[src/rtl/pipeline_writeback.sv]
// pipeline_writeback: final pipeline stage. Commits memory-stage results into a
// 32-entry register file, serves two bypassed decode read ports, and sequences
// ECALLs through a request/done handshake while stalling the pipeline.
module pipeline_writeback #(
    parameter int DATA_WIDTH = 64
) (
    input  logic                  clk,
    input  logic                  reset,
    input  logic                  wb_enable,
    input  logic [4:0]            wb_dst_reg,
    input  logic [DATA_WIDTH-1:0] wb_dst_val,
    input  logic                  ecall_wb,
    input  logic [4:0]            rs1_addr,
    input  logic [4:0]            rs2_addr,
    output logic [DATA_WIDTH-1:0] rs1_val,
    output logic [DATA_WIDTH-1:0] rs2_val,
    output logic                  stall,
    output logic                  ECALL_VALID,
    input  logic                  ECALL_READY,
    output logic [DATA_WIDTH-1:0] ECALL_NUM,
    output logic [DATA_WIDTH-1:0] ECALL_A0,
    output logic [DATA_WIDTH-1:0] ECALL_A1,
    output logic [DATA_WIDTH-1:0] ECALL_A2,
    input  logic                  ECALL_DONE,
    input  logic [DATA_WIDTH-1:0] ECALL_RET,
    output logic [63:0]           retire_count
);

    typedef enum logic [1:0] {
        ST_IDLE = 2'd0,
        ST_REQ  = 2'd1,
        ST_WAIT = 2'd2,
        ST_RET  = 2'd3
    } state_e;

    state_e                state_q, state_d;
    logic [DATA_WIDTH-1:0] regs_q [32];
    logic [DATA_WIDTH-1:0] num_q, a0_q, a1_q, a2_q, ret_q;
    logic [63:0]           retireCount_q, retireCount_d;
    logic                  latchArgs, latchRet, pipeWrite, retCommit;
    logic [DATA_WIDTH-1:0] argNum, argA0, argA1, argA2;

    // Register read with same-cycle bypass of the incoming writeback value.
    function automatic logic [DATA_WIDTH-1:0] bypassRead(input logic [4:0] addr);
        logic [DATA_WIDTH-1:0] value;
        value = regs_q[addr];
        if (addr == 5'd0) begin
            value = '0;
        end else if (wb_enable && (wb_dst_reg == addr)) begin
            value = wb_dst_val;
        end
        return value;
    endfunction

    // In RET the ECALL return value owns x10, so a pipeline write there is dropped.
    assign retCommit = (state_q == ST_RET);
    assign pipeWrite = wb_enable && (wb_dst_reg != 5'd0) &&
                       !(retCommit && (wb_dst_reg == 5'd10));

    // Decode read ports and the ECALL argument snapshot share the bypassed path.
    always_comb begin
        rs1_val = bypassRead(rs1_addr);
        rs2_val = bypassRead(rs2_addr);
        argNum  = bypassRead(5'd17);
        argA0   = bypassRead(5'd10);
        argA1   = bypassRead(5'd11);
        argA2   = bypassRead(5'd12);
    end

    // ECALL sequencer next-state logic, handshake outputs and stall.
    always_comb begin
        state_d     = state_q;
        latchArgs   = 1'b0;
        latchRet    = 1'b0;
        ECALL_VALID = 1'b0;
        stall       = 1'b1;
        unique case (state_q)
            ST_IDLE: begin
                stall = ecall_wb;
                if (ecall_wb) begin
                    latchArgs = 1'b1;
                    state_d   = ST_REQ;
                end
            end
            ST_REQ: begin
                ECALL_VALID = 1'b1;
                if (ECALL_READY) begin
                    state_d = ST_WAIT;
                end
            end
            ST_WAIT: begin
                if (ECALL_DONE) begin
                    latchRet = 1'b1;
                    state_d  = ST_RET;
                end
            end
            ST_RET: begin
                state_d = ST_IDLE;
            end
            default: state_d = ST_IDLE;
        endcase
    end

    // Retired count: one per committed pipeline write, one per finished ECALL.
    always_comb begin
        retireCount_d = retireCount_q + 64'(pipeWrite) + 64'(retCommit);
    end

    // ECALL state register; reset aborts any outstanding call at once.
    always_ff @(posedge clk or negedge reset) begin
        if (!reset) begin
            state_q <= ST_IDLE;
        end else begin
            state_q <= state_d;
        end
    end

    // Register file storage, including the x10 return-value writeback.
    always_ff @(posedge clk or negedge reset) begin
        if (!reset) begin
            for (int i = 0; i < 32; i++) begin
                regs_q[i] <= '0;
            end
        end else begin
            if (pipeWrite) begin
                regs_q[wb_dst_reg] <= wb_dst_val;
            end
            if (retCommit) begin
                regs_q[10] <= ret_q;
            end
        end
    end

    // Syscall argument/return latches and the retire counter.
    always_ff @(posedge clk or negedge reset) begin
        if (!reset) begin
            num_q         <= '0;
            a0_q          <= '0;
            a1_q          <= '0;
            a2_q          <= '0;
            ret_q         <= '0;
            retireCount_q <= '0;
        end else begin
            if (latchArgs) begin
                num_q <= argNum;
                a0_q  <= argA0;
                a1_q  <= argA1;
                a2_q  <= argA2;
            end
            if (latchRet) begin
                ret_q <= ECALL_RET;
            end
            retireCount_q <= retireCount_d;
        end
    end

    assign ECALL_NUM    = num_q;
    assign ECALL_A0     = a0_q;
    assign ECALL_A1     = a1_q;
    assign ECALL_A2     = a2_q;
    assign retire_count = retireCount_q;

endmodule

[config.mk]
export PLATFORM = sky130hd
export DESIGN_NAME = pipeline_writeback
export DESIGN_NICKNAME = d
export VERILOG_FILES = /design/src/rtl/pipeline_writeback.sv
export SDC_FILE = /design/constraint.sdc
export NUM_CORES = 2
export LEC_CHECK = 0
export BUFFER_PORTS_ARGS = -buffer_cell sky130_fd_sc_hd__clkbuf_2
export CAP_MARGIN = 10
export CORE_ASPECT_RATIO = 1.2
export CORE_MARGIN = 10
export CORE_UTILIZATION = 26
export CTS_BUF_LIST = sky130_fd_sc_hd__clkbuf_4 sky130_fd_sc_hd__clkbuf_8
export CTS_CLUSTER_DIAMETER = 100
export DETAILED_ROUTE_END_ITERATION = 7
export HOLD_SLACK_MARGIN = 0.12
export PLACE_DENSITY_LB_ADDON = 0.3
export SLEW_MARGIN = 20
export SYNTH_ARGS = -nofsm -noshare
export SYNTH_HDL_FRONTEND = slang
export SYNTH_SLANG_ARGS = --single-unit
export TNS_END_PERCENT = 1
[constraint.sdc]
create_clock -name clk -period 4.2 [get_ports clk]
set_clock_uncertainty 0.2 [all_clocks]
set_input_delay 0.84 -clock clk [delete_from_list [all_inputs] [get_ports clk]]
set_output_delay 0.84 -clock clk [all_outputs]
set_load 0.03 [all_outputs]
Yosys cells after proc, flatten, opt, wreduce, memory -nomap -nowiden
Index checks and enable logic that the tools add are counted.

storage, ports and cells
  flip-flop bits (word level) = 2434
  input port bits = 149
  output and inout bits = 450

cells by class
  add/sub/neg operators = 2
  $lt $le $gt $ge = 4
  eq/ne operators = 12
  muxes and demuxes = 29
  bitwise logic cells = 3
  reduce and logical (&&, ||, !) cells = 17

operators by type and width
  cell                                                                          count
  2048-bit bitwise mux                                                          1
  1408-bit two-way mux                                                          1
  64-bit two-way mux                                                            14
  64-bit binary-select mux with 5-bit select                                    2
  64-bit demux with 5-bit select                                                1
  64-bit by 1-bit adder with 64-bit output                                      2
  6-bit >= comparator, second input constant                                    3
  5-bit NOT with 6-bit output                                                   3
  5-bit by 4-bit == test with 1-bit output, second input constant               3
  5-bit == test                                                                 2
  1-bit logical AND                                                             10
  5-bit zero test                                                               2
  2-bit one-hot mux with 4 select lines                                         1
  6-bit by 1-bit less-than comparator with 1-bit output, second input constant  1
  1-bit two-way mux                                                             6
  2-bit two-way mux                                                             3
  2-bit != test, second input constant                                          3
  5-bit == test, second input constant                                          1
  5-bit nonzero test                                                            1
  2-bit == test, second input constant                                          2
  3-bit AND reduction                                                           1
  2-bit by 1-bit == test with 1-bit output, second input constant               1
  2-bit zero test                                                               1
  2-bit nonzero test                                                            1
  1-bit zero test                                                               1

Logic depth before layout (Yosys ltp)
  depth in word-level cells = 8
  depth in mapped cells = 17
  mapped depth without buffers = 13

Worst setup path before layout
No wires, ideal clock.

  kind = input -> output
  start point = input port rs2_addr[2]
  end point = output port rs2_val[36]
  arrival time = 2946 ps
  required time = 3160 ps
  path slack = 214 ps
  cell stages on the path = 9
  buffers on the path = 5
  cells stage by stage = buf_2 -> buf_4 -> buf_2 -> clkbuf_1 -> clkbuf_1 -> nand2_1 -> a21oi_1 -> nor4_1 -> a211oi_1

on the way
  longest elaborated chain between the ends = 6
  elaborated cells between the ends (all ways) = 9

RTL lines
  item                                                    RTL line  source
  start: declaration                                      14        input logic [4:0] rs2_addr,
  5-bit NOT with 6-bit output (implied by the code)       46        value = regs_q[addr];
  64-bit binary-select mux with 5-bit select              46
  64-bit two-way mux (implied by the code) (2 in series)  46
  64-bit two-way mux                                      49        end else if (wb_enable && (wb_dst_reg == addr)) begin
  64-bit two-way mux *                                    47        if (addr == 5'd0) begin
  end: declaration                                        16        output logic [DATA_WIDTH-1:0] rs2_val,

Mark *: on every way between the ends. The rest lies on a longest branch, timed or not. The select of a mux whose other input is x is not followed.

Worst setup path in the final report
  start point = register regs_q[1400] in the netlist's numbering
  end point = output port rs2_val[56]

on the way
  longest elaborated chain between the ends = 5

RTL lines
  item                                                    RTL line  source
  start: declaration                                      37        logic [DATA_WIDTH-1:0] regs_q [32];
  start signal: indexed assignment                        126       regs_q[wb_dst_reg] <= wb_dst_val;
  64-bit binary-select mux with 5-bit select              46
  64-bit two-way mux (implied by the code) (2 in series)  46
  64-bit two-way mux                                      49
  64-bit two-way mux                                      47

No other way between the ends. The select of a mux whose other input is x is not followed.

==> impl_metrics.csv <==
group,metric,value,unit
die,fp.dieArea,0.509,mm2
detailed_routing,detail_route.drc_violations,0,
worst_setup_path,criticalPathCategory,"reg -> out",
logic_synthesis,post_synth_edffs,0,
finish,fillCellCount,47156,
place,globalplace.congestion,0.895,
worst_setup_path,crit_path_max_incr_delay,590,ps
hold_path,hold_path.startpoint,"regs_q[2037]",
outcome,outcome,"finished with violations",
power_and_ir_drop,power.ir.vdd_worst,312,uV
worst_setup_path,worst_r2r_endpoint,"retire_count[54]",
hold_path,worst_hold_path_type,"reg -> reg",
place,place_inst,15589,
sta,fin_tns_setup,-2350,ps
worst_setup_path,rr_startpoint,"state_q[0]",
cts,worst_setup_hold_path_clk_slew,60,ps
grt,antenna_violations_before_repair,48,
grt,pin_count_of_the_biggest_net_entering_global_routing,151,
hold_path,timing.hold.worst_endpoint,"regs_q[2037]",
worst_setup_path,critPathCaptureType,"output pin",
cts,max-clock-path-buffers,4,
detailed_routing,ant_nets,0,
worst_setup_path,critPathRequiredTime,3160,ps
sta,worst_slew_pin_tran,1190,ps
logic_synthesis,yosysTopAreaCellShare,0.487,
sta,setup-violations-final,42,
grt,first_global_vias,95447,
finish,finish.cell_count_without_fillers,16542,
die,floorplan.die.width,653,um
place,place.detailed.hpwl,397000,um
die,initial_utilization,0.260,
finish,syn_to_final_growth,25.2,%
hold_path,min_delay_path_depth,0,
logic_synthesis,yosys.area.top_type,"dfrtp_1",
finish,layout_net_count,10008,
logic_synthesis,synthesis.area_per_instance,14.5,um2
grt,grt.total_usage,0.219,
die,core_region_area,0.480,mm2
detailed_routing,post_drt_wl_per_cell,35.1,um
sta,fin_crit_sh,1.05,
sta,worst_slack,-201,ps
logic_synthesis,postSynthCellCount,8633,
worst_setup_path,critical_path_peak_fanout,3,
die,core.rowCount,279,
sta,setup_repair_after_global_routing_missed_its_margin,"yes",
finish,finish.instance_area,0.157,mm2
die,ios,599,
outcome,violations,"setup timing",
logic_synthesis,yosys-top-cells-area,"dfrtp_1 49%, mux2_2 21%, mux4_2 15%, mux2i_1 3.9%, clkbuf_1 1.6%",
place,placedInstanceArea,0.143,mm2
logic_synthesis,synth_most_common_cell,"dfrtp_1",
logic_synthesis,synth_fp_nets,8789,
worst_setup_path,cp-start-kind,"register",
logic_synthesis,ys_types,72,
die,die_h,780,um
logic_synthesis,synth_area,0.125,mm2
logic_synthesis,ys_ff_latch,2434,
logic_synthesis,synth_common_cells,"2434 x dfrtp_1, 2291 x mux2_2, 818 x mux4_2, 524 x clkbuf_1, 482 x mux2i_1",
logic_synthesis,synth-async-reset-ratio,1.00,
cts,htree_levels,5,
sta,period_minus_slack,4400,ps
logic_synthesis,synthFlopType,"dfrtp_1",
cts,tritoncts,"built",
logic_synthesis,yosys_warnings,0,
grt,gr-total-overflow,0,
worst_setup_path,reg2reg_slack,390,ps
worst_setup_path,critPathSlowestCell,"mux4_2",
detailed_routing,drt_pass1_iterations,6,
sta,max-slew-margin-rel,0.208,
detailed_routing,drt-vias-per-instance,5.47,
cts,cts_inserted_buffers,434,
detailed_routing,dr.first_iter.drc_count,8394,
logic_synthesis,synth-seq-area-share,0.487,
place,place.port_buffers,598,
sta,fmaxAchievable,227,MHz
worst_setup_path,critPathLaunch,"regs_q[1400]",
detailed_routing,drt-total-wl,580000,um
cts,ctsRootBufferMaster,"clkbuf_8",
sta,finalHoldViolCount,0,
power_and_ir_drop,powerDensity,521,mW/mm2
worst_setup_path,cp_arrival,3360,ps
detailed_routing,vias,90453,
cts,cts_num_sinks,2434,
sta,final_max_slew_viol_count,0,
run,maxCapViolCount,0,
worst_setup_path,rr_worst_depth,14,
worst_setup_path,worstPathCellList,"mux4_2 -> a22o_1 -> a221oi_2 -> buf_4 -> o21a_1 -> a21oi_2 -> buf_8",
finish,final_layout_size_suffix_gt1_frac,0.571,
power_and_ir_drop,cellLeakagePower,68.6,nW
cts,worst_skew_pair.late_latency,1230,ps
grt,grt_first_pass_wirelength,797000,um
==> cell families after synthesis <==
logic type                 share of synthesized area
AOI/OAI and AO/OA                             0.0489
xor gates and xnor gates                     0.00504
adders and majority gates                   0.000760
buffers and inverters                         0.0345
DFF                                            0.487
muxes                                          0.402
and+or+nand+nor                               0.0223
==> where the power goes <==
part	leakage (nW)	switching (mW)	total [mW]	internal [mW]
clock network	5.16	11.1	25.3	14.2
logic	32.4	11.8	22.8	11.1
registers	31.0	4.58	33.5	28.9
total	68.6	27.5	81.7	54.2
==> cell usage in the layout (no fill, tap or decap), types with 54 or more instances in the layout <==
cell type,count
a21oi_1,73
a221oi_1,87
a22oi_1,146
buf_12,288
buf_4,689
clkbuf_2,509
clkbuf_4,129
clkbuf_8,569
dfrtp_1,2379
dfrtp_2,55
dlygate4sd3_1,136
mux2_1,108
mux2_2,2288
mux2i_1,470
mux4_2,818
nand2_1,107
nand3_1,73
nor2_1,137
o211ai_1,54
o21ai_0,182
o22ai_1,93
==> layout make-up <==
cell class / instances / area [um2] / share of cell area
clock inverters: 97 / 1110 / 0.00706
well taps: 6322 / 7910 / 0.0505
inverters: 19 / 86.3 / 0.000551
multi-input cells: 5258 / 61700 / 0.394
diodes: 22 / 55.1 / 0.000352
flip-flops and latches: 2434 / 61000 / 0.389
repair buffers: 1705 / 16100 / 0.103
clock buffers: 685 / 8650 / 0.0552
==> through the flow <==
stage | hold slack, ps | util | total power [mW] | setup WS (ps)
after detailed placement | 184 | 0.299 | 56.1 | -857
after global routing | 188 | 0.326 | 85.2 | -241
after CTS | 120 | 0.325 | 82.2 | -253
after floorplan | 241 | - | 46.1 | 214
final | 198 | 0.326 | 81.7 | -201
after global placement | 176 | 0.299 | 55.2 | -969
==> worst max-delay path by stage <==
| stage | end | slack (ps) | depth (start not counted) |
|---|---|---|---|
| 2_1_floorplan | rs2_val[36] | 210 | 9 |
| 3_3_place_gp | rs1_val[49] | -970 | 10 |
| 3_5_place_dp | rs1_val[49] | -860 | 10 |
| 4_1_cts | rs2_val[41] | -250 | 8 |
| 5_1_grt | rs2_val[56] | -240 | 7 |
| 6_report | rs2_val[56] | -200 | 7 |
==> registers in the layout, indices dropped and copies added (netlist names) <==
register      cells
ECALL_NUM        64
regs_q         2048
ret_q            64
ECALL_A1         64
ECALL_A0         64
retire_count     64
state_q           2
ECALL_A2         64
==> worst max-delay path, delay by kind of cell, from the launching register on <==
family          cells  cell delay (ps)
flops               1              440
compound gates      4              800
mux                 1              590
buf+inv             2              340
==> repair_timing <==
action,in CTS,in global routing
setup endpoints to repair,115,101
hold buffers,136,0
buffers inserted,12,3
gates cloned,1,0
pin swaps,52,27
resized for setup,357,120
hold endpoints to repair,2781,0
==> layer usage <==
layer	track usage	share of wire
met1	0.281	0.40
met3	0.0600	0.088
met2	0.328	0.43
met5	0	0.00023
met4	0.135	0.074
Power figures use the tool's default switching activity.
